<file path="config.mk">
export PLATFORM = sky130hd
export DESIGN_NAME = softplus_grad_piped
export DESIGN_NICKNAME = d
export VERILOG_FILES = /design/src/rtl/softplus_grad_piped.sv
export SDC_FILE = /design/constraint.sdc
export NUM_CORES = 1
export LEC_CHECK = 0
export CAP_MARGIN = 20
export CORE_UTILIZATION = 45
export CTS_CLUSTER_SIZE = 30
export DETAILED_ROUTE_END_ITERATION = 12
export GPL_TIMING_DRIVEN = 1
export PLACE_DENSITY = 0.74
export RECOVER_POWER = 50
export SETUP_SLACK_MARGIN = 0.5
export SYNTH_ARGS = -nofsm -noshare
export SYNTH_HDL_FRONTEND = slang
export SYNTH_SLANG_ARGS = --single-unit
</file>
<file path="constraint.sdc">
create_clock -name clk -period 6.2 [get_ports clk]
set_input_delay 0.62 -clock clk [delete_from_list [all_inputs] [get_ports clk]]
set_output_delay 0.62 -clock clk [all_outputs]
set_load 0.05 [all_outputs]
</file>
<file path="src/rtl/softplus_grad_piped.sv">
// Softplus backward pass: grad_out = grad_in * sigmoid(x), with a shift-only PLAN sigmoid.
// Two-stage valid/ready pipeline with full backpressure; Q4.11 sign-magnitude data.
module softplus_grad_piped #(
    parameter int unsigned FRAC_BITS = 11,
    parameter int unsigned DATA_W    = 16
) (
    input  logic              clk,
    input  logic              reset,
    input  logic              in_valid_i,
    output logic              in_ready_o,
    input  logic [DATA_W-1:0] x_in_i,
    input  logic [DATA_W-1:0] grad_in_i,
    output logic              out_valid_o,
    input  logic              out_ready_i,
    output logic [DATA_W-1:0] grad_out_o,
    output logic [DATA_W-1:0] sig_out_o
);

    localparam logic [15:0] One = 16'h0800;

    logic        v1_q, v2_q;
    logic        en1, en2;
    logic [15:0] grad1_q, sig1_q;
    logic [15:0] grad_out_q, sig_out_q;
    logic [15:0] sig_d, grad_d;
    logic [15:0] sig_pos;
    logic [14:0] mag_a;
    logic [29:0] prod;
    logic [14:0] prod_mag;
    logic        unused_prod;

    assign en2        = !v2_q || out_ready_i;
    assign en1        = !v1_q || en2;
    assign in_ready_o = en1;

    // Piecewise-linear sigmoid on |x|, mirrored about 0.5 for negative x.
    always_comb begin
        mag_a   = x_in_i[14:0];
        sig_pos = One;
        if (mag_a < 15'h0800) begin
            sig_pos = {3'b000, mag_a[14:2]} + 16'h0400;
        end else if (mag_a < 15'h1300) begin
            sig_pos = {4'b0000, mag_a[14:3]} + 16'h0500;
        end else if (mag_a < 15'h2800) begin
            sig_pos = {6'b000000, mag_a[14:5]} + 16'h06C0;
        end
        sig_d = x_in_i[15] ? (One - sig_pos) : sig_pos;
    end

    // Sigmoid <= 1.0, so the truncated product never exceeds |grad_in| and needs no saturation.
    assign prod        = {15'b0, grad1_q[14:0]} * {15'b0, sig1_q[14:0]};
    assign prod_mag    = prod[FRAC_BITS +: 15];
    assign unused_prod = ^{prod[29:FRAC_BITS+15], prod[FRAC_BITS-1:0]};

    always_comb begin
        grad_d = {grad1_q[15] && (prod_mag != 15'd0), prod_mag};
    end

    always_ff @(posedge clk or posedge reset) begin
        if (reset) begin
            v1_q    <= 1'b0;
            grad1_q <= 16'h0000;
            sig1_q  <= 16'h0000;
        end else if (en1) begin
            v1_q <= in_valid_i;
            if (in_valid_i) begin
                grad1_q <= grad_in_i;
                sig1_q  <= sig_d;
            end
        end
    end

    always_ff @(posedge clk or posedge reset) begin
        if (reset) begin
            v2_q       <= 1'b0;
            grad_out_q <= 16'h0000;
            sig_out_q  <= 16'h0000;
        end else if (en2) begin
            v2_q <= v1_q;
            if (v1_q) begin
                grad_out_q <= grad_d;
                sig_out_q  <= sig1_q;
            end
        end
    end

    assign out_valid_o = v2_q;
    assign grad_out_o  = grad_out_q;
    assign sig_out_o   = sig_out_q;

endmodule
</file>
Word-level counts from Yosys, hierarchy flattened
Cells that the tools add are included.
{"block": "op_classes", "add_sub_neg": 4, "multipliers": 1, "order_cmp": 3, "n_mux": 4, "n_reduce_logical": 8}
{"op": "multiplier 15 x 15 -> 26 bit", "n": 1}
{"op": "2-to-1 mux 16 bit", "n": 1}
{"op": "subtractor 12 x 16 -> 16 bit (first input constant)", "n": 1}
{"op": "less-than comparator 15 x 12 -> 1 bit (second input constant)", "n": 1}
{"op": "less-than comparator 15 x 13 -> 1 bit (second input constant)", "n": 1}
{"op": "less-than comparator 15 x 14 -> 1 bit (second input constant)", "n": 1}
{"op": "nonzero test 15 bit", "n": 1}
{"op": "adder 13 x 11 -> 14 bit (second input constant)", "n": 1}
{"op": "2-to-1 mux 14 bit", "n": 1}
{"op": "adder 12 x 11 -> 13 bit (second input constant)", "n": 1}
{"op": "2-to-1 mux 13 bit", "n": 1}
{"op": "adder 10 x 11 -> 12 bit (second input constant)", "n": 1}
{"op": "2-to-1 mux 12 bit", "n": 1}
{"op": "AND reduction 2 bit", "n": 2}
{"op": "logical NOT 1 bit", "n": 2}
{"op": "logical OR 1 bit", "n": 2}
{"op": "logical AND 1 bit", "n": 1}
{"block": "totals", "reg_bits": 66, "input_bits": 36, "output_inout_bits": 34, "elab_cells": 26}

Depth between registers and ports, before layout
{"block": "depth", "word_depth": 6, "mapped_depth": 24, "mapped_depth_nobuf": 22}

Least setup slack after synthesis
OpenSTA, ideal clock, no wires.
{"block": "synth_timing", "path_kind": "reg-to-reg", "start": "reg sig1_q[6]", "end": "reg grad_out_q[15] (netlist: grad_out_o[15])", "setup_ns": 0.127, "t_arrival_ns": 5.953, "required_ns": 6.073, "setup_slack_ns": 0.120, "stages_incl_launch_ff": 22, "path_buffers": 2, "period_less_slack_ns": 6.080, "cell_sequence": "dfrtp_1 > clkbuf_1 > nand2_1 > fa_1 > fa_1 > inv_1 > fa_1 > fa_1 > fa_1 > inv_1 > fa_1 > inv_1 > ha_1 > buf_2 > a21oi_1 > o211ai_1 > a21oi_1 > nand2_1 > a211o_1 > a2111o_1 > nor3_1 > a21oi_1"}
{"block": "synth_between", "elab_chain_len": 3}
{"element": "start: declaration", "line": "23", "source": "logic [15:0] grad1_q, sig1_q;"}
{"element": "start signal: assignment", "line": "68", "source": "sig1_q <= sig_d;"}
{"element": "multiplier 15 x 15 -> 26 bit", "line": "51", "source": "assign prod = {15'b0, grad1_q[14:0]} * {15'b0, sig1_q[14:0]};"}
{"element": "nonzero test 15 bit", "line": "56", "source": "grad_d = {grad1_q[15] && (prod_mag != 15'd0), prod_mag};"}
{"element": "logical AND 1 bit", "line": "56"}
{"element": "end signal: assignment", "line": "81", "source": "grad_out_q <= grad_d;"}
{"element": "end: declaration", "line": "24", "source": "logic [15:0] grad_out_q, sig_out_q;"}
Every way passes these cells.
A chain may end at the register's enable or synchronous reset.

Worst setup path in the final report
{"block": "layout_timing", "start": "reg grad1_q[5]", "end": "reg grad_out_q[15] (netlist: grad_out_o[15])"}
{"block": "layout_between", "elab_chain_len": 3}
{"element": "start: declaration", "line": "23"}
{"element": "start signal: assignment", "line": "67", "source": "grad1_q <= grad_in_i;"}
{"element": "multiplier 15 x 15 -> 26 bit", "line": "51"}
{"element": "nonzero test 15 bit", "line": "56"}
{"element": "logical AND 1 bit", "line": "56"}
Every way passes these cells.

==> summary.txt <==
FFs w/ async S/R, synth = 100%
register area = 1670 um2
die span in y = 152 um
H-tree Lvls = 3
CP endpoint kind = flip-flop
final hold vios = 0
post-synth top area cell = fa_1
Final setup viols = 0
starting density of the core = 46.3%
IO Count = 70
Most used DFF post-synth = dfrtp_1
syn_nets = 1398
outcome = complete, but fails checks
buffers plus inverters on the worst setup path = 5
clk buf depth = 2
Synth Instances = 1123
max-cap violation count = 1
CTS sink count = 66
top-area cell type share of the netlist area = 31.6%
clock skew = 8.65 ps
fin. max-slew vios = 67
initial antenna violation count = 0
CP Class = flip-flop to flip-flop
failing checks = max-capacitance violations, max-slew violations
share of cells above drive strength 1 = 18.4%
Worst R2R Setup Slack = 260 ps
row cnt = 54
Post-synth top cells = 201 x inv_1, 171 x nand2_1, 161 x fa_1
gr usage total = 23.5%
ANT nets after route = 0
first-pass GRT wire length = 43400 um
Slew headroom = -148%
CTS tree = built
Fillers = 1926
largest net degree at the start of global routing = 67
via count = 8046
DR pass1 iterations = 5
Area Overhead vs Synth = 22.3%
WHS Path Cells = 2
core region area = 22000 um2
Stages on worst setup path = 21
DRT Wirelength = 25800 um
diodes inserted = 0
period utilization = 95.8%
Placed Instances = 1471
Final Instance Area = 12500 um2
GR Overflow Total = 0
family with the most delay on the worst path = adder cells
Avg WL per Cell = 17.0 um
WP data required = 6430 ps
Cell Area, Synth = 10200 um2
multi-input logic area = 8020 um2
Seq/Total Area, Yosys = 16.2%
Tmin final = 5940 ps
Clk Latency, worst-skew pair = 350 ps
Total Nets Final = 1513
detailed router's first-iteration violation count = 349
Crit path top cell by count = fa_1
Reg2Reg Depth = 21
CP max FO = 5
routed vias/inst = 5.28
dpl hpwl = 19900 um
most frequent cell after synthesis = inv_1
EDFF count, synth = 0
top cells by area, synth = fa_1 32%, dfrtp_1 16%, ha_1 9.6%
DP Area = 11500 um2
Die ar. = 23300 um2
GP Congestion = 0.921
vias in the first global route = 8662
Remaining DRCs = 0
Cell Chain, Critical Path = and2_4 > fa_1 > inv_2 > fa_1 > inv_2 > fa_1 > inv_1 > fa_1 > inv_1 > fa_1 > fa_1 > ha_4 > buf_4 > nand3_2 > nor2_4 > a22o_4 > or3_4 > a2111oi_4 > o2111ai_2 > nor3_2 > a21oi_1
post-layout util = 56.6%
unrepaired setup endpoints after global routing = yes
CTS root buffer = clkbuf_16
IO Port Bufs = 67
Non-Filler Instances = 1523
Die X = 152 um
CP Launch Type = flip-flop
Avg Cell Area, Syn = 9.07 um2
Worst-path clk slew = 60 ps
Least-Margin Pin Slew = 3720 ps
Peak Freq = 168 MHz
post-synthesis cell type count = 63
number of CTS-inserted buffers = 9
Critical Path Slowest Stage Cell = fa_1
CP Data Arrival Time = 6170 ps
worst min path class = flip-flop to flip-flop
Yosys reg bits = 66
largest stage delay on the critical path = 540 ps
yosys synthesis warning count = 0
==> routing by layer <==
metal  vias to the layer above  track usage [%]  share of wire, %
li1                       3731                -                 -
met1                      4097             30.1                42
met2                       184             41.9                52
met3                        34             2.79               3.7
met4                         0             6.35               2.0
met5                         -                0                 0
==> cell type report <==
type	instances	area share, %
Multi-Input combinational cell	806	64.4
Inverter	202	6.08
Clock inverter	7	0.623
Sequential cell	66	13.4
Tap cell	280	2.81
Timing Repair Buffer	153	10.9
Clock buffer	9	1.81
==> cell usage in the layout, fill, tap and decap left out, types with 4 or more instances in the layout <==
cell type	netlist	layout
inv_1	201	196
nand2_1	171	169
fa_1	161	157
and2_1	142	132
buf_4	1	76
ha_1	78	68
clkdlybuf4s50_1	0	65
dfrtp_1	66	49
mux2_2	24	22
o21ai_0	28	20
a21oi_1	25	17
dfrtp_2	0	17
xnor2_1	19	16
nor2_1	17	15
nand3_1	13	12
o211ai_1	10	10
ha_4	0	10
o21ai_1	4	9
xor2_1	11	9
and2_4	0	9
clkbuf_16	0	9
nand4_1	8	8
nand2b_1	7	7
or2_2	7	7
a21oi_2	1	6
nor3_1	7	6
a31oi_1	6	6
buf_6	1	6
inv_2	1	5
or3_1	5	4
o31ai_1	5	4
fa_2	0	4
==> cells by family after synthesis <==
group                      share of synthesized area, %
AOI/OAI and AO/OA                                  8.19
DFF                                                16.2
xor gates and xnor gates                           2.58
and+or+nand+nor                                    19.6
adders and majority gates                          41.2
muxes                                              2.75
buffers and inverters                              9.48
==> state kept, by name (all words and copies together) (netlist names) <==
signal and count:
grad_out_o 16, sig_out_o 16, out_valid_o 1, grad1_q 16, v1_q 1, sig1_q 16
==> through the flow <==
| step | hold slack, ps | setup slack (ps) | TNS [ps] |
|---|---|---|---|
| global placement | 467 | 60.3 | 0 |
| global route | 513 | -9.47 | -9.47 |
| finish | 480 | 260 | 0 |
| floorplan | 445 | 492 | 0 |
| CTS | 488 | 353 | 0 |
| detailed placement | 475 | 0.402 | 0 |
==> final timing paths <==
kind | from | endpoint
min reg2reg | grad_out_o[5]$_DFFE_PP0P_ | grad_out_o[5]$_DFFE_PP0P_
min | grad_out_o[5]$_DFFE_PP0P_ | grad_out_o[5]$_DFFE_PP0P_
max reg2reg | grad1_q[5]$_DFFE_PP0P_ | grad_out_o[15]$_DFFE_PP0P_
min in group asynchronous | reset | sig_out_o[4]$_DFFE_PP0P_
max | grad1_q[5]$_DFFE_PP0P_ | grad_out_o[15]$_DFFE_PP0P_
max in group asynchronous | reset | grad1_q[9]$_DFFE_PP0P_
==> tightest hold or removal path, stage by stage (launching register included) <==
cell     delay [ps]
dfrtp_1         340
nand2_1          40
o21ai_0          60
==> what timing repair did <==
item	in CTS	in global routing
hold endpoints to repair	0	0
gates resized for setup	59	28
pin swaps	34	10
buffers inserted	32	4
setup endpoints to repair	14	14
hold buffers	0	0
Power is left out: the tool's default activity adds up to more than one toggle a clock period on the data nets, which glitch-free logic cannot reach.
